<file path="config.mk">
export PLATFORM = sky130hd
export DESIGN_NAME = time_set_controller_flat
export DESIGN_NICKNAME = d
export VERILOG_FILES = /design/src/rtl/time_set_controller_pkg.sv /design/src/rtl/time_set_controller_if.sv /design/src/rtl/time_set_controller_button_debouncer.sv /design/src/rtl/time_set_controller.sv /design/src/flat_wrapper.sv
export SDC_FILE = /design/constraint.sdc
export NUM_CORES = 1
export LEC_CHECK = 0
export CAP_MARGIN = 5
export CELL_PAD_IN_SITES_DETAIL_PLACEMENT = 0
export CELL_PAD_IN_SITES_GLOBAL_PLACEMENT = 1
export CORE_ASPECT_RATIO = 1.5
export CORE_MARGIN = 2
export CORE_UTILIZATION = 45
export DETAILED_ROUTE_END_ITERATION = 8
export HOLD_SLACK_MARGIN = 0.03
export PLACE_DENSITY_LB_ADDON = 0.12
export REMOVE_ABC_BUFFERS = 1
export SLEW_MARGIN = 10
export SYNTH_ARGS = -nofsm -noshare
export SYNTH_HDL_FRONTEND = slang
export SYNTH_SLANG_ARGS = --single-unit
</file>
<file path="constraint.sdc">
create_clock -name Clk -period 2.87 [get_ports Clk]
set_input_delay 0.287 -clock Clk [delete_from_list [all_inputs] [get_ports Clk]]
set_output_delay 0.287 -clock Clk [all_outputs]
set_load 0.01 [all_outputs]
</file>
<file path="src/rtl/time_set_controller_pkg.sv">
// Shared time-field layout, limits, FSM encodings and field codes.
// Used by the time-set controller and the time/alarm blocks.
package time_set_controller_pkg;

    typedef struct packed {
        logic [2:0] day;
        logic [4:0] hour;
        logic [2:0] min_t;
        logic [3:0] min_u;
    } time_t;

    localparam logic [3:0] MIN_U_MAX = 4'd9;
    localparam logic [2:0] MIN_T_MAX = 3'd5;
    localparam logic [4:0] HOUR_MAX  = 5'd23;
    localparam logic [2:0] DAY_MAX   = 3'd6;

    localparam logic [2:0] ST_IDLE   = 3'd0;
    localparam logic [2:0] ST_ED_MIN = 3'd1;
    localparam logic [2:0] ST_ED_HR  = 3'd2;
    localparam logic [2:0] ST_ED_DAY = 3'd3;
    localparam logic [2:0] ST_COMMIT = 3'd4;

    localparam logic [1:0] FLD_MIN  = 2'd0;
    localparam logic [1:0] FLD_HR   = 2'd1;
    localparam logic [1:0] FLD_DAY  = 2'd2;
    localparam logic [1:0] FLD_NONE = 2'd3;

    function automatic time_t sanitize(time_t t);
        time_t r;
        r = t;
        if (t.min_u > MIN_U_MAX) r.min_u = '0;
        if (t.min_t > MIN_T_MAX) r.min_t = '0;
        if (t.hour > HOUR_MAX)   r.hour  = '0;
        if (t.day > DAY_MAX)     r.day   = '0;
        return r;
    endfunction

    // Minute wraps 59 -> 00 without touching the hour.
    function automatic time_t inc_min(time_t t);
        time_t r;
        r = t;
        if (t.min_u >= MIN_U_MAX) begin
            r.min_u = '0;
            if (t.min_t >= MIN_T_MAX) r.min_t = '0;
            else r.min_t = t.min_t + 3'd1;
        end else begin
            r.min_u = t.min_u + 4'd1;
        end
        return r;
    endfunction

    function automatic time_t inc_hour(time_t t);
        time_t r;
        r = t;
        if (t.hour >= HOUR_MAX) r.hour = '0;
        else r.hour = t.hour + 5'd1;
        return r;
    endfunction

    function automatic time_t inc_day(time_t t);
        time_t r;
        r = t;
        if (t.day >= DAY_MAX) r.day = '0;
        else r.day = t.day + 3'd1;
        return r;
    endfunction

endpackage

</file>
<file path="src/rtl/time_set_controller_if.sv">
// Button inputs, running time in, and the CTI/LD_CT/EN_CT load bundle out.
// Master drives buttons and CTO; slave is the controller.
interface time_set_controller_if;
    logic [14:0] CTO;
    logic        Set_Btn;
    logic        Next_Btn;
    logic        Inc_Btn;
    logic [14:0] CTI;
    logic        LD_CT;
    logic        EN_CT;
    logic        Edit;
    logic [1:0]  Field;

    modport master (
        output CTO, Set_Btn, Next_Btn, Inc_Btn,
        input  CTI, LD_CT, EN_CT, Edit, Field
    );

    modport slave (
        input  CTO, Set_Btn, Next_Btn, Inc_Btn,
        output CTI, LD_CT, EN_CT, Edit, Field
    );
endinterface

</file>
<file path="src/rtl/time_set_controller_button_debouncer.sv">
// Push-button debouncer: 2-flop synchroniser plus stable-high counter.
// Emits one press pulse per stable high level; release is immediate.
module button_debouncer
    import time_set_controller_pkg::*;
#(
    parameter int DEB_CNT = 50000,
    parameter int DEB_W   = 16
) (
    output logic press_o,
    input  logic Clk,
    input  logic Clr,
    input  logic raw_i
);

    localparam logic [DEB_W-1:0] LAST = DEB_W'(DEB_CNT - 1);
    localparam logic [DEB_W-1:0] FULL = DEB_W'(DEB_CNT);

    logic             s1_q;
    logic             s2_q;
    logic [DEB_W-1:0] cnt_q;
    logic [DEB_W-1:0] cnt_d;
    logic             press_q;
    logic             press_d;

    // Counter saturates at FULL so a held button pulses only once.
    always_comb begin
        cnt_d   = cnt_q;
        press_d = 1'b0;
        if (!s2_q) begin
            cnt_d = '0;
        end else if (cnt_q != FULL) begin
            cnt_d   = cnt_q + 1'b1;
            press_d = (cnt_q == LAST);
        end
    end

    always_ff @(posedge Clk or posedge Clr) begin
        if (Clr) begin
            s1_q    <= 1'b0;
            s2_q    <= 1'b0;
            cnt_q   <= '0;
            press_q <= 1'b0;
        end else begin
            s1_q    <= raw_i;
            s2_q    <= s1_q;
            cnt_q   <= cnt_d;
            press_q <= press_d;
        end
    end

    assign press_o = press_q;

endmodule

</file>
<file path="src/rtl/time_set_controller.sv">
// Time-set controller: captures CTO, edits min/hour/day with three
// buttons, then commits the edited value with a one-cycle LD_CT strobe.
module time_set_controller
    import time_set_controller_pkg::*;
#(
    parameter int DEB_CNT = 50000,
    parameter int DEB_W   = 16
) (
    input logic                  Clk,
    input logic                  Clr,
    time_set_controller_if.slave bus
);

    logic set_p;
    logic next_p;
    logic inc_p;

    button_debouncer #(.DEB_CNT(DEB_CNT), .DEB_W(DEB_W)) u_set (
        .press_o(set_p),
        .Clk    (Clk),
        .Clr    (Clr),
        .raw_i  (bus.Set_Btn)
    );

    button_debouncer #(.DEB_CNT(DEB_CNT), .DEB_W(DEB_W)) u_next (
        .press_o(next_p),
        .Clk    (Clk),
        .Clr    (Clr),
        .raw_i  (bus.Next_Btn)
    );

    button_debouncer #(.DEB_CNT(DEB_CNT), .DEB_W(DEB_W)) u_inc (
        .press_o(inc_p),
        .Clk    (Clk),
        .Clr    (Clr),
        .raw_i  (bus.Inc_Btn)
    );

    logic [2:0] state_q;
    logic [2:0] state_d;
    time_t      shadow_q;
    time_t      shadow_d;

    logic [14:0] cti_q;
    logic        ld_q;
    logic        ld_d;
    logic        en_q;
    logic        en_d;
    logic        edit_q;
    logic        edit_d;
    logic [1:0]  field_q;
    logic [1:0]  field_d;

    // Set beats Next beats Inc when pulses land in the same cycle.
    always_comb begin
        state_d  = state_q;
        shadow_d = shadow_q;
        unique case (state_q)
            ST_IDLE: begin
                if (set_p) begin
                    state_d  = ST_ED_MIN;
                    shadow_d = sanitize(time_t'(bus.CTO));
                end
            end
            ST_ED_MIN: begin
                if (set_p)       state_d  = ST_COMMIT;
                else if (next_p) state_d  = ST_ED_HR;
                else if (inc_p)  shadow_d = inc_min(shadow_q);
            end
            ST_ED_HR: begin
                if (set_p)       state_d  = ST_COMMIT;
                else if (next_p) state_d  = ST_ED_DAY;
                else if (inc_p)  shadow_d = inc_hour(shadow_q);
            end
            ST_ED_DAY: begin
                if (set_p)       state_d  = ST_COMMIT;
                else if (next_p) state_d  = ST_ED_MIN;
                else if (inc_p)  shadow_d = inc_day(shadow_q);
            end
            ST_COMMIT: state_d = ST_IDLE;
            default:   state_d = ST_IDLE;
        endcase
    end

    // Outputs are decoded from the next state so they line up with it.
    always_comb begin
        ld_d    = 1'b0;
        en_d    = 1'b0;
        edit_d  = 1'b0;
        field_d = FLD_NONE;
        unique case (state_d)
            ST_IDLE:   en_d = 1'b1;
            ST_ED_MIN: begin
                edit_d  = 1'b1;
                field_d = FLD_MIN;
            end
            ST_ED_HR: begin
                edit_d  = 1'b1;
                field_d = FLD_HR;
            end
            ST_ED_DAY: begin
                edit_d  = 1'b1;
                field_d = FLD_DAY;
            end
            ST_COMMIT: ld_d = 1'b1;
            default:   en_d = 1'b1;
        endcase
    end

    always_ff @(posedge Clk or posedge Clr) begin
        if (Clr) begin
            state_q  <= ST_IDLE;
            shadow_q <= '0;
            cti_q    <= '0;
            ld_q     <= 1'b0;
            en_q     <= 1'b1;
            edit_q   <= 1'b0;
            field_q  <= FLD_NONE;
        end else begin
            state_q  <= state_d;
            shadow_q <= shadow_d;
            cti_q    <= shadow_d;
            ld_q     <= ld_d;
            en_q     <= en_d;
            edit_q   <= edit_d;
            field_q  <= field_d;
        end
    end

    assign bus.CTI   = cti_q;
    assign bus.LD_CT = ld_q;
    assign bus.EN_CT = en_q;
    assign bus.Edit  = edit_q;
    assign bus.Field = field_q;

endmodule

</file>
<file path="src/flat_wrapper.sv">
// flat-port wrapper written by rule: the top's interface ports become plain ports
module time_set_controller_flat import time_set_controller_pkg::*;
#(
    parameter int DEB_CNT = 50000,
    parameter int DEB_W   = 16
)
  (Clk, Clr, bus_CTO, bus_Set_Btn, bus_Next_Btn, bus_Inc_Btn, bus_CTI, bus_LD_CT, bus_EN_CT, bus_Edit, bus_Field);
  time_set_controller_if bus_i ();
  input logic Clk;
  input logic Clr;
  input wire logic [$bits(bus_i.CTO)-1:0] bus_CTO;
  input wire logic [$bits(bus_i.Set_Btn)-1:0] bus_Set_Btn;
  input wire logic [$bits(bus_i.Next_Btn)-1:0] bus_Next_Btn;
  input wire logic [$bits(bus_i.Inc_Btn)-1:0] bus_Inc_Btn;
  output wire logic [$bits(bus_i.CTI)-1:0] bus_CTI;
  output wire logic [$bits(bus_i.LD_CT)-1:0] bus_LD_CT;
  output wire logic [$bits(bus_i.EN_CT)-1:0] bus_EN_CT;
  output wire logic [$bits(bus_i.Edit)-1:0] bus_Edit;
  output wire logic [$bits(bus_i.Field)-1:0] bus_Field;
  assign bus_i.CTO = bus_CTO;
  assign bus_i.Set_Btn = bus_Set_Btn;
  assign bus_i.Next_Btn = bus_Next_Btn;
  assign bus_i.Inc_Btn = bus_Inc_Btn;
  assign bus_CTI = bus_i.CTI;
  assign bus_LD_CT = bus_i.LD_CT;
  assign bus_EN_CT = bus_i.EN_CT;
  assign bus_Edit = bus_i.Edit;
  assign bus_Field = bus_i.Field;
  time_set_controller #(.DEB_CNT(DEB_CNT), .DEB_W(DEB_W)) u_core (.Clk(Clk), .Clr(Clr), .bus(bus_i));
endmodule
</file>
**Word-level counts from Yosys, hierarchy flattened**

Index checks and enable logic that the tools add are counted.

- Add/sub/neg operators: 7
- Shifts and indexed selects: 0
- Eq/ne operators: 16
- Order comparisons: 8
- Div/mod/pow operators: 0
- Mux-type cells: 44
- Reduce and logical (&&, ||, !) cells: 3
- Multipliers: 0
- Bitwise operators: 0

Operator list:

| operator | count |
|---|---|
| $mux 16 | 6 |
| $mux 15 | 4 |
| $pmux 15 s4 | 1 |
| $add 16x1->16 const B | 3 |
| $eq 16x16->1 const B | 3 |
| $ne 16x16->1 const B | 3 |
| $mux 12 | 3 |
| $mux 3 | 12 |
| $mux 7 | 3 |
| $eq 3x2->1 const B | 4 |
| $pmux 3 s4 | 1 |
| $mux 5 | 2 |
| $mux 1 | 9 |
| $mux 4 | 2 |
| $add 3x1->3 const B | 2 |
| $eq 3x1->1 const B | 2 |
| $ge 3x3->1 const B | 2 |
| $gt 3x3->1 const B | 2 |
| $ne 2x1->1 const B | 3 |
| $pmux 2 s3 | 1 |
| $add 5x1->5 const B | 1 |
| $ge 5x5->1 const B | 1 |
| $gt 5x5->1 const B | 1 |
| $add 4x1->4 const B | 1 |
| other kinds (6) | 6 |

- Bits in registers: 95
- Memories: 0
- Bits in writable memories: 0
- Bits in read-only memories: 0
- Word-level logic and storage cells: 100
- Output and inout port bits: 20
- Bits in latches: 0
- Input port bits: 20

**Longest topological paths before layout**

Gate-level depths: netlist of the first run.

- Depth in word-level cells: 7
- Gate-level depth with buffers: 6
- Mapped depth without buffers: 6

**Hierarchy**

A second synthesis of the first run with hierarchy kept.

- Cell total of the unflattened synthesis: 462
- Area, all modules: 4599.4 µm²

By module, submodules not included:

| module | area each (µm²) | times used | seq. area each (µm²) | cells each |
|---|---|---|---|---|
| button_debouncer | 1039.7 | 3 | 475.5 | 102 |
| time_set_controller | 1480.2 | 1 | 579.3 | 156 |

**Worst setup path before layout of the first run**

Ideal clock, no wire load.

- Kind: flip-flop to flip-flop
- From: register u_core.u_set.cnt_q[1]
- To: register u_core.u_set.cnt_q[14]
- Setup slack: 1143 ps
- Clock period less this slack: 1727 ps
- Arrival: 1650 ps
- Setup time: 78 ps
- Required time: 2792 ps
- Buffers on the path: 1
- Cell stages (with the launch flop): 7
- Cell sequence: dfrtp_1 > ha_1 > and3_1 > clkbuf_1 > nand3_1 > or4_1 > a21boi_1

- Cells in the longest elaborated chain, start to end: 3
- Elaborated cells on any way between the ends: 5
- Those cells by class: add/sub: 1; eq/ne: 2; mux: 2

RTL lines:

| element | line | text |
|---|---|---|
| from (decl) | time_set_controller_button_debouncer.sv:20 | `logic [DEB_W-1:0] cnt_q;` |
| from (signal assigned) | time_set_controller_button_debouncer.sv:46 | `cnt_q <= cnt_d;` |
| $add 16x1->16 | time_set_controller_button_debouncer.sv:32 | `cnt_d = cnt_q + 1'b1;` |
| $mux 16 | time_set_controller_button_debouncer.sv:31 | `end else if (cnt_q != FULL) begin` |
| $mux 16 | time_set_controller_button_debouncer.sv:29 | `if (!s2_q) begin` |

Several ways; a longest one is shown, not always the timed one. The select of a mux whose other input is x is not followed.
A chain may end at the register's enable or synchronous reset.

==> results of run 1 <==
per-layer routing:
layer,vias up,wire (um),GRT usage [%]
met5,-,0,0
met4,0,201,8.403
met3,14,287,4.175
met2,59,4900,32.35
met1,1742,3970,22.63
li1,1694,-,-
layout by cell type, fill, tap and decap left out, types with 3 or more instances in the layout:
master           synthesis  layout
a21boi_0                 5       5
a21boi_1                 3       3
a21o_1                   3       3
a21oi_1                  7       7
a31oi_1                  3       3
a32oi_1                  3       3
and2_1                  18      18
and3_1                   6       6
and4bb_2                 3       3
bufinv_16                0       4
clkbuf_16                0       9
clkdlybuf4s50_1          0      39
dfrtp_1                 77      77
dfstp_2                  3       3
ha_1                    14      14
inv_1                   23      22
mux2i_1                  4       4
nand2_1                 35      35
nand2b_1                10      10
nand3_1                 32      32
nand3b_1                 5       5
nand4_1                 12      12
nor2_1                  26      26
nor2b_1                  4       4
nor3_1                   6       6
nor3b_1                  7       7
nor4_1                   5       5
nor4b_1                  3       3
nor4bb_1                 6       6
o211ai_1                 6       6
o21a_1                   5       5
o21ai_0                 19      19
o311ai_0                 3       3
o31ai_1                  6       6
o41ai_1                  3       3
or3_1                    8       8
or4_1                    3       3
xnor2_1                 18      18
xor2_1                  11      11
cell usage after synthesis, drive strengths merged, types with 4 or more instances:
master	number	share of area, %
nand3	33	3.9
a21boi	8	1.4
mux2i	4	0.92
a21oi	7	0.80
clkbuf	10	0.86
or3	9	1.3
and2	19	2.8
nor4b	4	1.1
nor4bb	6	1.4
nor3	6	0.69
o211ai	6	1.0
nor2b	4	0.57
and3	6	0.86
xor2	11	2.2
nand4	12	1.7
nand2b	10	1.4
buf	4	0.43
o21a	5	0.86
ha	14	4.0
nor4	5	0.72
nor2	26	2.2
nand2	35	3.0
xnor2	18	3.6
o311ai	5	1.0
o31ai	6	1.0
nor3b	7	1.2
nand3b	5	0.86
dfrtp	77	44
o21ai	19	2.2
inv	23	2.0
power by group:
group / internal [W] / switching (W)
logic: 0.0000464 / 0.0000493
clock network: 0.000964 / 0.000458
registers: 0.00114 / 0.0000209
total: 0.00215 / 0.000528
metrics by stage:
step	area [um2]	setup slack, ps	hold slack [ps]	power [W]	utilization [%]
floorplan	4302	536.2	318.4	0.001228	-
global placement	4872	915.3	332.8	0.001280	50.86
detailed placement	4872	846.5	344.0	0.001283	50.86
CTS	5244	823.1	321.3	0.002720	54.74
global route	5244	649.6	357.6	0.002788	54.74
finish	5244	790.5	301.6	0.002680	54.74
kinds of logic (layout without fill, tap and decap cells):
kind of cell	Yosys count	after routing	synth area share, %
adder cells (fa/ha/maj)	14	14	4.020
flip-flops	80	80	46.02
buffers and inverters	37	81	3.273
multiplexers	4	4	0.9188
XOR/XNOR	29	29	5.828
AO/OA/AOI/OAI	79	79	12.69
AND/OR/NAND/NOR	203	203	27.25
layout make-up:
| class | count | share of cell area, % |
|---|---|---|
| clock inverters | 5 | 2.458 |
| flip-flops and latches | 80 | 38.25 |
| repair buffers | 42 | 8.113 |
| well taps | 115 | 2.744 |
| inverters | 23 | 1.670 |
| multi-input cells | 329 | 42.14 |
| clock buffers | 11 | 4.629 |
path summary, 6_finish.rpt:
kind / slack (ps) / end
worst max-delay path: 790 / register
worst min-delay path: 300 / u_core.u_next.cnt_q[9]
worst max register to register: 790 / register
worst min register to register: 350 / u_core.u_next.s2_q
max in group asynchronous: 1880 / u_core.bus.EN_CT
min in group Clk: 350 / u_core.u_next.s2_q
==> reports/metrics.csv, run 1 <==
stage,metric,value,unit
floorplanning,die_x,84.35,um
placement,place_inst,589,
timing,fin_worst_skew,7.074,ps
cts,cts_max_path_buffers,2,
floorplanning,start_util,45.49,%
worst_setup_path,critPathLaunch,u_core.state_q[0],
finish,nets,519,
floorplanning,dieHeight,124.5,um
routing,first_pass_iters,4,
worst_setup_path,ff2ff_path_depth,4,
synth,ys_warn_count,0,
finish,multi_input_area,2210,um2
cts,cts_tree,yes,
timing,rsz0062_at_grt,false,
cts,cts_max_level,3,
cts,clkLatencyLatePin,340,ps
worst_setup_path,cp.arrival,2360,ps
synth,avgSynthCellArea,9.771,um2
routing,wire_per_inst,15.47,um
synth,synth-seq-cells,80,
timing,fmax,480.9,MHz
finish,final_cells,605,
global_route,grt_pass1_wl,16.17,mm
floorplanning,num_rows,44,
global_route,grt-ovfl-total,0,
synth,synth_seq_area_share,46.02,%
timing,final.min_clock_period,2080,ps
cts,clk_pin_slew_worst_paths,60,ps
finish,ff_latch_area,2006,um2
global_route,grt_usage,18.94,%
timing,hold_viol,0,
run_status,status,"complete, no violations",
finish,antennaDiodeCount,0,
timing,slew_viol_final,0,
synth,synth-edff-count,0,
routing,ant_nets,0,
worst_setup_path,cp_top_family,simple AND/OR/NAND/NOR gates,
routing,drc,0,
synth,ys_types,60,
finish,area_growth,20.33,%
floorplanning,core-area,9579,um2
worst_setup_path,slowest_delay,670,ps
cts,cts_root_buffer,clkbuf_16,
synth,synth_ff_type,dfrtp_1,
timing,final.setup.tns,0,ps
worst_setup_path,cpMaxStageDelayCell,dfrtp_1,
synth,synth_area,4358,um2
run,drv_cap,0,
worst_setup_path,reg2reg_from,u_core.state_q[0],
placement,dpl.hpwl,6.546,mm
worst_setup_path,worst_ep_required_time,3150,ps
routing,wirelength,9.359,mm
cts,cts.sinks,80,
global_route,grt_max_degree,53,
cts,post-cts-setup-buffers,0,
worst_setup_path,path_max_fanout,18,
placement,port_buffers,39,
timing,slew-limit-headroom,54.07,%
synth,async_flop_share,100.0,%
global_route,grt_pass1_vias,3487,
floorplanning,die-area,10500,um2
worst_setup_path,path_class,reg -> reg,
power_and_ir_drop,p_per_area,511.1,nW/um2
worst_setup_path,crit_chain,nor3b_1 > nand2_1 > o311ai_1 > o21a_1,
timing,fin_crit_sh,72.46,%
cts,ctsResizeCount,0,
floorplanning,ios,40,
routing,vias,3509,
timing,setup_viol,0,
hold_path,hp-class,in -> async,
power_and_ir_drop,irDropWorstVdd,0.3647,mV
routing,drtIter0Drc,232,
cts,cts_hold_repair.buffers,0,
synth,syn_inst,446,
global_route,antenna_found_initial,0,
finish,n_fill_cell,873,
finish,drive_gt1_share,6.531,%
placement,routabilityCongestion,0.8066,
worst_setup_path,cp-start-kind,register,
cts,cts_buffers,9,
routing,vias_per_cell,5.800,
timing,worstMarginPinSlew,687.4,ps
worst_setup_path,cp.depth,4,
power_and_ir_drop,cellLeakagePower,2.222,nW
worst_setup_path,critical_path_buf_inv_count,0,
worst_setup_path,cp-end-kind,register,
Note: power is estimated with default switching activity, not from simulation.
==> inputs of run 2 (changes only) <==
==> constraint.sdc (replaced) <==
create_clock -name Clk -period 2.1 [get_ports Clk]
set_input_delay 0.21 -clock Clk [delete_from_list [all_inputs] [get_ports Clk]]
set_output_delay 0.21 -clock Clk [all_outputs]
set_load 0.01 [all_outputs]
==> run 2 against run 1 <==
Compared with the run above:
- worst hold slack got worse by 130 ps
- clock-buffer cell count increased by 3
- routed wire length grew 0.78%
- clock power increased by 9.9%
- cell area down 0.48%
- die area unchanged
==> reports/metrics.csv, run 2 (synthesized netlist as in run 1, its figures left out) <==
stage,metric,value,unit
run_status,status,"complete, no violations",
worst_setup_path,reg2reg_from,u_core.u_next.cnt_q[1],
worst_setup_path,path_max_fanout,6,
cts,cts_root_buffer,clkbuf_16,
cts,clk_pin_slew_worst_paths,60,ps
timing,fin_crit_sh,89.19,%
floorplanning,ios,40,
placement,placed_area,4925,um2
finish,final_core_util,54.48,%
global_route,grt_usage,19.36,%
global_route,grt-ovfl-total,0,
routing,wire_per_inst,15.41,um
floorplanning,num_rows,44,
cts,cts_max_path_buffers,2,
timing,fmax,533.9,MHz
run,drv_cap,0,
global_route,grt_pass1_wl,16.62,mm
power_and_ir_drop,p_per_area,629.2,nW/um2
floorplanning,start_util,45.49,%
cts,cts_buffers,9,
timing,slew_viol_final,0,
worst_setup_path,rrSetupSlack,230,ps
worst_setup_path,ff2ff_path_depth,5,
timing,fin_worst_skew,8.683,ps
power_and_ir_drop,cellLeakagePower,2.220,nW
power_and_ir_drop,power,0.003284,W
cts,cts_max_level,3,
finish,nets,526,
worst_setup_path,cp.arrival,2130,ps
worst_setup_path,cpMaxStageDelayCell,or4_1,
timing,final.setup.tns,0,ps
finish,drive_gt1_share,7.243,%
finish,area_growth,19.75,%
finish,final_cell_mix,"77 x dfrtp_1, 39 x clkdlybuf4s50_1, 35 x nand2_1, 32 x nand3_1, 26 x nor2_1",
worst_setup_path,cp-start-kind,register,
finish,fin_area,5219,um2
cts,cts.sinks,80,
placement,port_buffers,39,
routing,ant_nets,0,
finish,final_common_cell,dfrtp_1,
timing,rsz0062_at_grt,false,
floorplanning,core-area,9579,um2
placement,routabilityCongestion,0.7841,
floorplanning,dieHeight,124.5,um
power_and_ir_drop,irDropWorstVdd,0.5124,mV
timing,setup_viol,0,
finish,antennaDiodeCount,0,
timing,fin_ws,227.0,ps
placement,dp_slack,229.1,ps
routing,drc,0,
floorplanning,die_x,84.35,um
worst_setup_path,r2r-end,u_core.u_next.cnt_q[14],
global_route,grt_pass1_vias,3648,
timing,slew-limit-headroom,60.28,%
cts,clkLatencyLatePin,340,ps
worst_setup_path,path_class,reg -> reg,
floorplanning,die-area,10500,um2
routing,first_pass_iters,4,
timing,worstMarginPinSlew,595.8,ps
routing,vias_per_cell,5.696,
cts,cts_hold_repair.buffers,0,
worst_setup_path,crit_chain,ha_1 > and3_1 > nand3_1 > or4_1 > a21boi_1,
global_route,antenna_found_initial,0,
cts,cts_tree,yes,
timing,hold_viol,0,
finish,n_fill_cell,883,
worst_setup_path,worst_ep_required_time,2360,ps
worst_setup_path,cp-end-kind,register,
hold_path,hp-class,in -> async,
placement,dpl.hpwl,6.945,mm
routing,drtIter0Drc,109,
routing,wirelength,9.432,mm
global_route,grt_max_degree,41,
routing,vias,3486,
worst_setup_path,slowest_delay,540,ps
timing,final.min_clock_period,1873,ps
-- run 2: what timing repair did --
| action | 4_1_cts | 5_1_grt |
|---|---|---|
| setup buffers | 0 | 0 |
| endpoints found under the setup margin | 0 | 2 |
| resized for setup | 0 | 1 |
-- run 2: stage by stage --
stage               hold WS (ps)  cells
floorplan                  241.4    432
global placement           332.2    596
detailed placement         342.4    596
CTS                        191.0    612
global route               226.7    612
finish                     172.9    612
-- run 2: critical path, delay by kind of cell (launching register included) --
kind | cells | cell delay, ps
DFF | 1 | 410
and+or+nand+nor | 3 | 1020
adders and majority gates | 1 | 210
AOI/OAI and AO/OA | 1 | 160
-- run 2: area by class of cell --
cell class	count	area (um2)	area share (%)
Timing Repair Buffer	49	478.0	9.158
Clock inverter	2	38.79	0.7432
Clock buffer	14	254.0	4.867
Tap cell	115	143.9	2.757
Inverter	23	87.58	1.678
Sequential cell	80	2006	38.43
Multi-Input combinational cell	329	2211	42.36
-- run 2: worst max-delay path by stage --
stage,start,endpoint
after floorplan,Clr,asynchronous set/reset pin
after CTS,u_core.u_set.press_o,register
after detailed placement,u_core.u_set.press_o,register
after global routing,u_core.u_set.press_o,register
after global placement,u_core.u_set.press_o,register
final,u_core.u_next.cnt_q[1],u_core.u_next.cnt_q[14]
-- run 2: layer usage --
layer | track usage, % | part of all wire (%)
met2 | 34.73 | 54
met4 | 8.590 | 1.7
met3 | 3.380 | 2.5
met5 | 0 | 0
met1 | 22.18 | 42
-- run 2: power by group --
part | total (W) | internal (W) | switching (W)
Combinational | 0.000133 | 0.0000651 | 0.0000680
Sequential | 0.00159 | 0.00156 | 0.0000279
Clock | 0.00156 | 0.000958 | 0.000604
Total | 0.00328 | 0.00258 | 0.000700
==> inputs of run 3 (changes only) <==
--- a/config.mk
+++ b/config.mk
@@ -11,6 +11,7 @@
 export CORE_ASPECT_RATIO = 1.5
 export CORE_MARGIN = 2
 export CORE_UTILIZATION = 45
+export CTS_CLUSTER_SIZE = 14
 export DETAILED_ROUTE_END_ITERATION = 8
 export HOLD_SLACK_MARGIN = 0.03
 export PLACE_DENSITY_LB_ADDON = 0.12
==> results of run 3 <==
Final layout, timing and power as in run 2 (identical DEF).
